File: config.mk
export PLATFORM = sky130hd
export DESIGN_NAME = stroke_painter
export DESIGN_NICKNAME = d
export VERILOG_FILES = /design/src/rtl/stroke_painter.sv
export SDC_FILE = /design/constraint.sdc
export NUM_CORES = 1
export LEC_CHECK = 0
export BUFFER_PORTS_ARGS = -buffer_cell sky130_fd_sc_hd__buf_2
export CELL_PAD_IN_SITES_DETAIL_PLACEMENT = 1
export CELL_PAD_IN_SITES_GLOBAL_PLACEMENT = 2
export CORE_MARGIN = 8
export CORE_UTILIZATION = 37
export DETAILED_ROUTE_END_ITERATION = 10
export PLACE_DENSITY = 0.9
export SKIP_LAST_GASP = 1
export SLEW_MARGIN = 0
export SYNTH_ARGS = -nofsm -noshare
export SYNTH_HDL_FRONTEND = slang
export SYNTH_SLANG_ARGS = --single-unit
File: constraint.sdc
create_clock -name clk_in -period 10.6 [get_ports clk_in]
set_clock_uncertainty 0.15 [all_clocks]
set_input_delay 1.59 -clock clk_in [delete_from_list [all_inputs] [get_ports clk_in]]
set_output_delay 1.59 -clock clk_in [all_outputs]
set_load 0.02 [all_outputs]
File: src/rtl/stroke_painter.sv
// Paints a (w+1)x(w+1) brush stroke into a linear frame buffer, one pixel per accepted write.
// Optional build macro STROKE_ROUND_EN drops the four corner pixels for strokes with w >= 2.
module stroke_painter #(
    parameter int H_ACTIVE = 640,
    parameter int V_ACTIVE = 480
) (
    input  logic        clk_in,
    input  logic        rst_in,
    input  logic        nf_in,
    input  logic        draw_in,
    input  logic [9:0]  cursor_loc_x,
    input  logic [8:0]  cursor_loc_y,
    input  logic [3:0]  cursor_color,
    input  logic [2:0]  stroke_width,
    output logic        wr_valid_out,
    input  logic        wr_ready_in,
    output logic [18:0] wr_addr_out,
    output logic [3:0]  wr_data_out,
    output logic        busy_out,
    output logic        done_out
);
    typedef enum logic [1:0] {IDLE, PAINT, DONE} state_t;

    localparam logic [10:0] H_LIM = 11'(H_ACTIVE);
    localparam logic [9:0]  V_LIM = 10'(V_ACTIVE);
    localparam logic [18:0] H_MUL = 19'(H_ACTIVE);

    state_t      state;
    logic [9:0]  pos_x;
    logic [8:0]  pos_y;
    logic [2:0]  width;
    logic [2:0]  dx;
    logic [2:0]  dy;

    // Evaluated pixel: the origin of a new stroke in IDLE, otherwise the next offset in raster order.
    logic [9:0]  ev_x;
    logic [8:0]  ev_y;
    logic [2:0]  ev_dx;
    logic [2:0]  ev_dy;
    logic [10:0] px;
    logic [9:0]  py;
    logic [18:0] ev_addr;
    logic        ev_skip;
    logic        last;
    logic        advance;

`ifdef STROKE_ROUND_EN
    logic [2:0]  ev_w;
    assign ev_w = (state == IDLE) ? stroke_width : width;
`endif

    always_comb begin
        ev_x  = pos_x;
        ev_y  = pos_y;
        ev_dx = 3'd0;
        ev_dy = 3'd0;
        if (state == IDLE) begin
            ev_x = cursor_loc_x;
            ev_y = cursor_loc_y;
        end else if (dx == width) begin
            ev_dy = dy + 3'd1;
        end else begin
            ev_dx = dx + 3'd1;
            ev_dy = dy;
        end
        px      = {1'b0, ev_x} + {8'd0, ev_dx};
        py      = {1'b0, ev_y} + {7'd0, ev_dy};
        ev_skip = (px >= H_LIM) || (py >= V_LIM);
`ifdef STROKE_ROUND_EN
        if (ev_w >= 3'd2 && (ev_dx == 3'd0 || ev_dx == ev_w) &&
            (ev_dy == 3'd0 || ev_dy == ev_w))
            ev_skip = 1'b1;
`endif
        // 19 bits hold every in-range address; clipped pixels never reach the bus.
        ev_addr = {9'd0, py} * H_MUL + {8'd0, px};
    end

    assign last    = (dx == width) && (dy == width);
    assign advance = !wr_valid_out || wr_ready_in;

    always_ff @(posedge clk_in or posedge rst_in) begin
        if (rst_in) begin
            state        <= IDLE;
            pos_x        <= '0;
            pos_y        <= '0;
            width        <= '0;
            dx           <= '0;
            dy           <= '0;
            wr_valid_out <= 1'b0;
            wr_addr_out  <= '0;
            wr_data_out  <= '0;
            busy_out     <= 1'b0;
            done_out     <= 1'b0;
        end else begin
            done_out <= 1'b0;
            case (state)
                IDLE: begin
                    if (nf_in && draw_in) begin
                        pos_x        <= cursor_loc_x;
                        pos_y        <= cursor_loc_y;
                        width        <= stroke_width;
                        dx           <= '0;
                        dy           <= '0;
                        wr_valid_out <= !ev_skip;
                        wr_addr_out  <= ev_addr;
                        wr_data_out  <= cursor_color;
                        busy_out     <= 1'b1;
                        state        <= PAINT;
                    end
                end
                PAINT: begin
                    if (advance) begin
                        if (last) begin
                            wr_valid_out <= 1'b0;
                            done_out     <= 1'b1;
                            state        <= DONE;
                        end else begin
                            dx           <= ev_dx;
                            dy           <= ev_dy;
                            wr_valid_out <= !ev_skip;
                            wr_addr_out  <= ev_addr;
                        end
                    end
                end
                DONE: begin
                    busy_out <= 1'b0;
                    state    <= IDLE;
                end
                default: state <= IDLE;
            endcase
        end
    end

endmodule

==> impl_results.md <==
- Ys async rst share: 1.00
- Library cell appearing most often on the critical path: sky130_fd_sc_hd__nand2_1
- Number of nets in the synthesized netlist: 539
- Synth Cell Area: 0.00400 mm2
- Status: finished clean
- Number of hold buffers added after cts: 0
- Number of vias in the routed layout: 3,489
- Post-synthesis compound-gate area fraction: 0.137
- Endpoints failing setup: 0
- Largest family of logic cells by synthesized area: simple AND/OR/NAND/NOR gates
- Final sum of negative setup slack: 0 ps
- Kind of path behind the tightest hold check: flip-flop to flip-flop
- Final critical path time including I/O delays and setup: 5410 ps
- Placed instance count: 659
- Number of antenna violations at the first check in global routing: 0
- Highest net fanout along the worst path: 4
- Post-detailed-route wirelength per cell: 16.0 um
- Library cell occupying the most area in the post-synthesis netlist: sky130_fd_sc_hd__dfrtp_1
- Worst rel slew slack: 0.444
- Distinct cell type count of the synthesized netlist: 60
- Die extent in x: 120 um
- Die Span Y: 120 um
- Syn-to-layout area delta: 12.7%
- Via density per instance: 5.23
- Wire length of the first global-routing pass: 18,200 um
- Count of pins over their slew limit: 0
- Maximum root-to-sink buffer count: 2
- Synthesized area divided by synthesized cell count: 8.38 um2
- Number of max-cap violations: 0
- Number of H-tree levels: 2
- Final Hold Violating Endpoints: 0
- Timing startpoint of the critical path: cursor_loc_y[0]
- Initial standard-cell utilization of the core: 0.374
- Post-Place Setup Slack: 4870 ps
- Combined flip-flop and latch cell area: 0.00140 mm2
- Unrepaired setup endpoints after global routing: false
- Aggregate global-route resource usage: 0.153
- Worst-Margin Slew: 810 ps
- Launch point of the worst hold path: pos_y[1]
- Sink Count: 56
- Clock insertion delay at the later pin of the skew report: 330 ps
- Number of placed I/O pins: 57
- Critical R2R Launch: state[0]
- Post-route DRC: 0
- Synthesized-area fraction occupied by adder cells: 0.105
- Most common cell in the netlist: sky130_fd_sc_hd__nand2_1
- Most used standard cells in the synthesized netlist: sky130_fd_sc_hd__nand2_1, sky130_fd_sc_hd__dfrtp_1, sky130_fd_sc_hd__o21ai_0, sky130_fd_sc_hd__ha_1, sky130_fd_sc_hd__xnor2_1
- Fraction of layout cells with a size suffix above 1: 0.165
- DPL Wire Length: 8300 um
- Simple-gate portion of the synthesized area: 0.247
- Root cell of the clock tree: sky130_fd_sc_hd__clkbuf_8
- Number of buffer cells added on primary ports: 56
- Fin nets: 588
- Post-Syn Instances: 477
- Multi-input logic area: 0.00245 mm2
- Synth area leaders: sky130_fd_sc_hd__dfrtp_1, sky130_fd_sc_hd__nand2_1, sky130_fd_sc_hd__ha_1, sky130_fd_sc_hd__xnor2_1, sky130_fd_sc_hd__o21ai_0
- Multiplexer share of the synthesized area: 0.0307
- Number of DRC violations after detailed-routing iteration 0: 150
- CP arrival: 5450 ps
- TritonCTS clock tree: yes
- Data required time of the critical path: 10,640 ps
- Die outline area: 0.0144 mm2
- Maximum cell stage delay along the critical path: 450 ps
- Antenna cells: 0
- Kind of end point of the critical path: flip-flop
- GP Congestion: 0.876
- Post-synth top flop: sky130_fd_sc_hd__dfrtp_1
- Total number of placement rows: 38
- Count of state elements after synthesis: 56
- Number of buffers added for setup after CTS: 0
- Floorplan Core Area: 0.0107 mm2
- Final std cells w/o fill: 667
- Number of warnings reported in the yosys synthesis log: 0
- Gr ovfl total: 0
- PostCTS Resize Cnt: 0
- Register clock-pin slew on the reported worst setup and hold paths: 110 ps
- Filler Cells Inserted: 1,327
- Post-synthesis xor/xnor area fraction: 0.0917
- Startpoint type of the worst setup path: input pin
- Detail Route Antenna Nets: 0
- Hold Slack: 331 ps
- Timing-limited maximum frequency: 185 MHz
- TritonRoute pass-1 iters: 4
- CTS buffer count: 5
- Total detailed-routing wirelength: 10,700 um
- Via count of the first global-routing pass: 3,718
- Seq/Total Area, Yosys: 0.351
- Largest net degree at the start of global routing: 57
- Slack of the critical path: 5190 ps
- Post-synth EDFFs: 0
- Slowest-stage cell, CP: sky130_fd_sc_hd__fa_1
- Cells along the critical path: buf_2, nand2_1, nand2_1, ha_1, inv_1, fa_1, nand2b_1, nand2_1, nand2_1, xnor2_1, nand2_1, o21ai_0, ha_1, inv_1, fa_1, xnor2_1, nand3b_1, mux2_2, nor4b_2, a311o_1, a31oi_1
- Post-synth top area share: 0.351
- Fraction of the cycle the final worst path needs: 0.511
- Critical setup path kind: input pin to flip-flop
per-layer routing:
metal  vias up  share of wire  track usage  routed length (um)
li1       1717              -            -                   -
met1      1708           0.49        0.202                5290
met2        53           0.46        0.252                4880
met3        11          0.036       0.0258                 381
met4         0          0.014       0.0414                 155
met5         -              0            0                   0
registers in the layout (all words and copies together) (netlist names):
signal        cells
wr_addr_out      19
pos_x            10
pos_y             9
wr_data_out       4
dx                3
dy                3
width             3
state             2
busy_out          1
done_out          1
wr_valid_out      1
cells in the final DEF (no fill, tap or decap), types with 3 or more instances in the layout:
master and n:
sky130_fd_sc_hd__nand2_1 142, sky130_fd_sc_hd__dfrtp_1 56, sky130_fd_sc_hd__buf_2 56, sky130_fd_sc_hd__o21ai_0 33
sky130_fd_sc_hd__ha_1 27, sky130_fd_sc_hd__xnor2_1 22, sky130_fd_sc_hd__xor2_1 18, sky130_fd_sc_hd__nor2_1 17
sky130_fd_sc_hd__inv_1 16, sky130_fd_sc_hd__a21oi_1 10, sky130_fd_sc_hd__mux2i_1 10, sky130_fd_sc_hd__nor3_1 9
sky130_fd_sc_hd__nor2b_1 7, sky130_fd_sc_hd__a21o_1 7, sky130_fd_sc_hd__nand2b_1 6, sky130_fd_sc_hd__buf_4 6
sky130_fd_sc_hd__nand3_1 5, sky130_fd_sc_hd__o211ai_1 5, sky130_fd_sc_hd__nor3b_1 5, sky130_fd_sc_hd__clkbuf_8 5
sky130_fd_sc_hd__and2_1 4, sky130_fd_sc_hd__fa_1 4, sky130_fd_sc_hd__or2_2 3, sky130_fd_sc_hd__a222oi_1 3
sky130_fd_sc_hd__a31oi_1 3
cell type report:
| type | count | area share |
|---|---|---|
| Clock buffer | 5 | 0.0153 |
| Clock inverter | 3 | 0.00472 |
| Inverter | 17 | 0.0142 |
| Multi-Input combinational cell | 384 | 0.544 |
| Sequential cell | 56 | 0.311 |
| Tap cell | 140 | 0.0389 |
| Timing Repair Buffer | 62 | 0.0722 |
stage by stage:
stage                util  instance area [um2]
floorplan               -                 4000
global placement    0.413                 4420
detailed placement  0.413                 4420
CTS                 0.421                 4510
global route        0.421                 4510
finish              0.421                 4510
worst max-delay path: cells and delay by family:
family	cells	cell delay, ps
adder cells (fa/ha/maj)	4	1360
XOR/XNOR	2	450
buffers and inverters	3	220
AO/OA/AOI/OAI	3	440
multiplexers	1	300
AND/OR/NAND/NOR	8	1100
kinds of logic (layout without fill, tap and decap cells):
family	Yosys count	in the layout
muxes	12	12
AOI/OAI and AO/OA	83	83
xor gates and xnor gates	41	41
adders and majority gates	31	31
buffers and inverters	37	87
DFF	56	56
and+or+nand+nor	217	217
worst paths after layout:
check / slack, ps / endpoint / cells after the start
setup / recovery: 5190 / wr_addr_out[18] / 21
hold / removal: 330 / pos_y[1] / 2
setup reg to reg: 5230 / wr_addr_out[18] / 21
hold reg to reg: 330 / pos_y[1] / 2
max in group asynchronous: 8510 / pos_y[3] / 3
min in group asynchronous: 1300 / done_out / 3
Power is left out: the tool's default activity adds up to more than one toggle a clock period on the data nets, which glitch-free logic cannot reach.
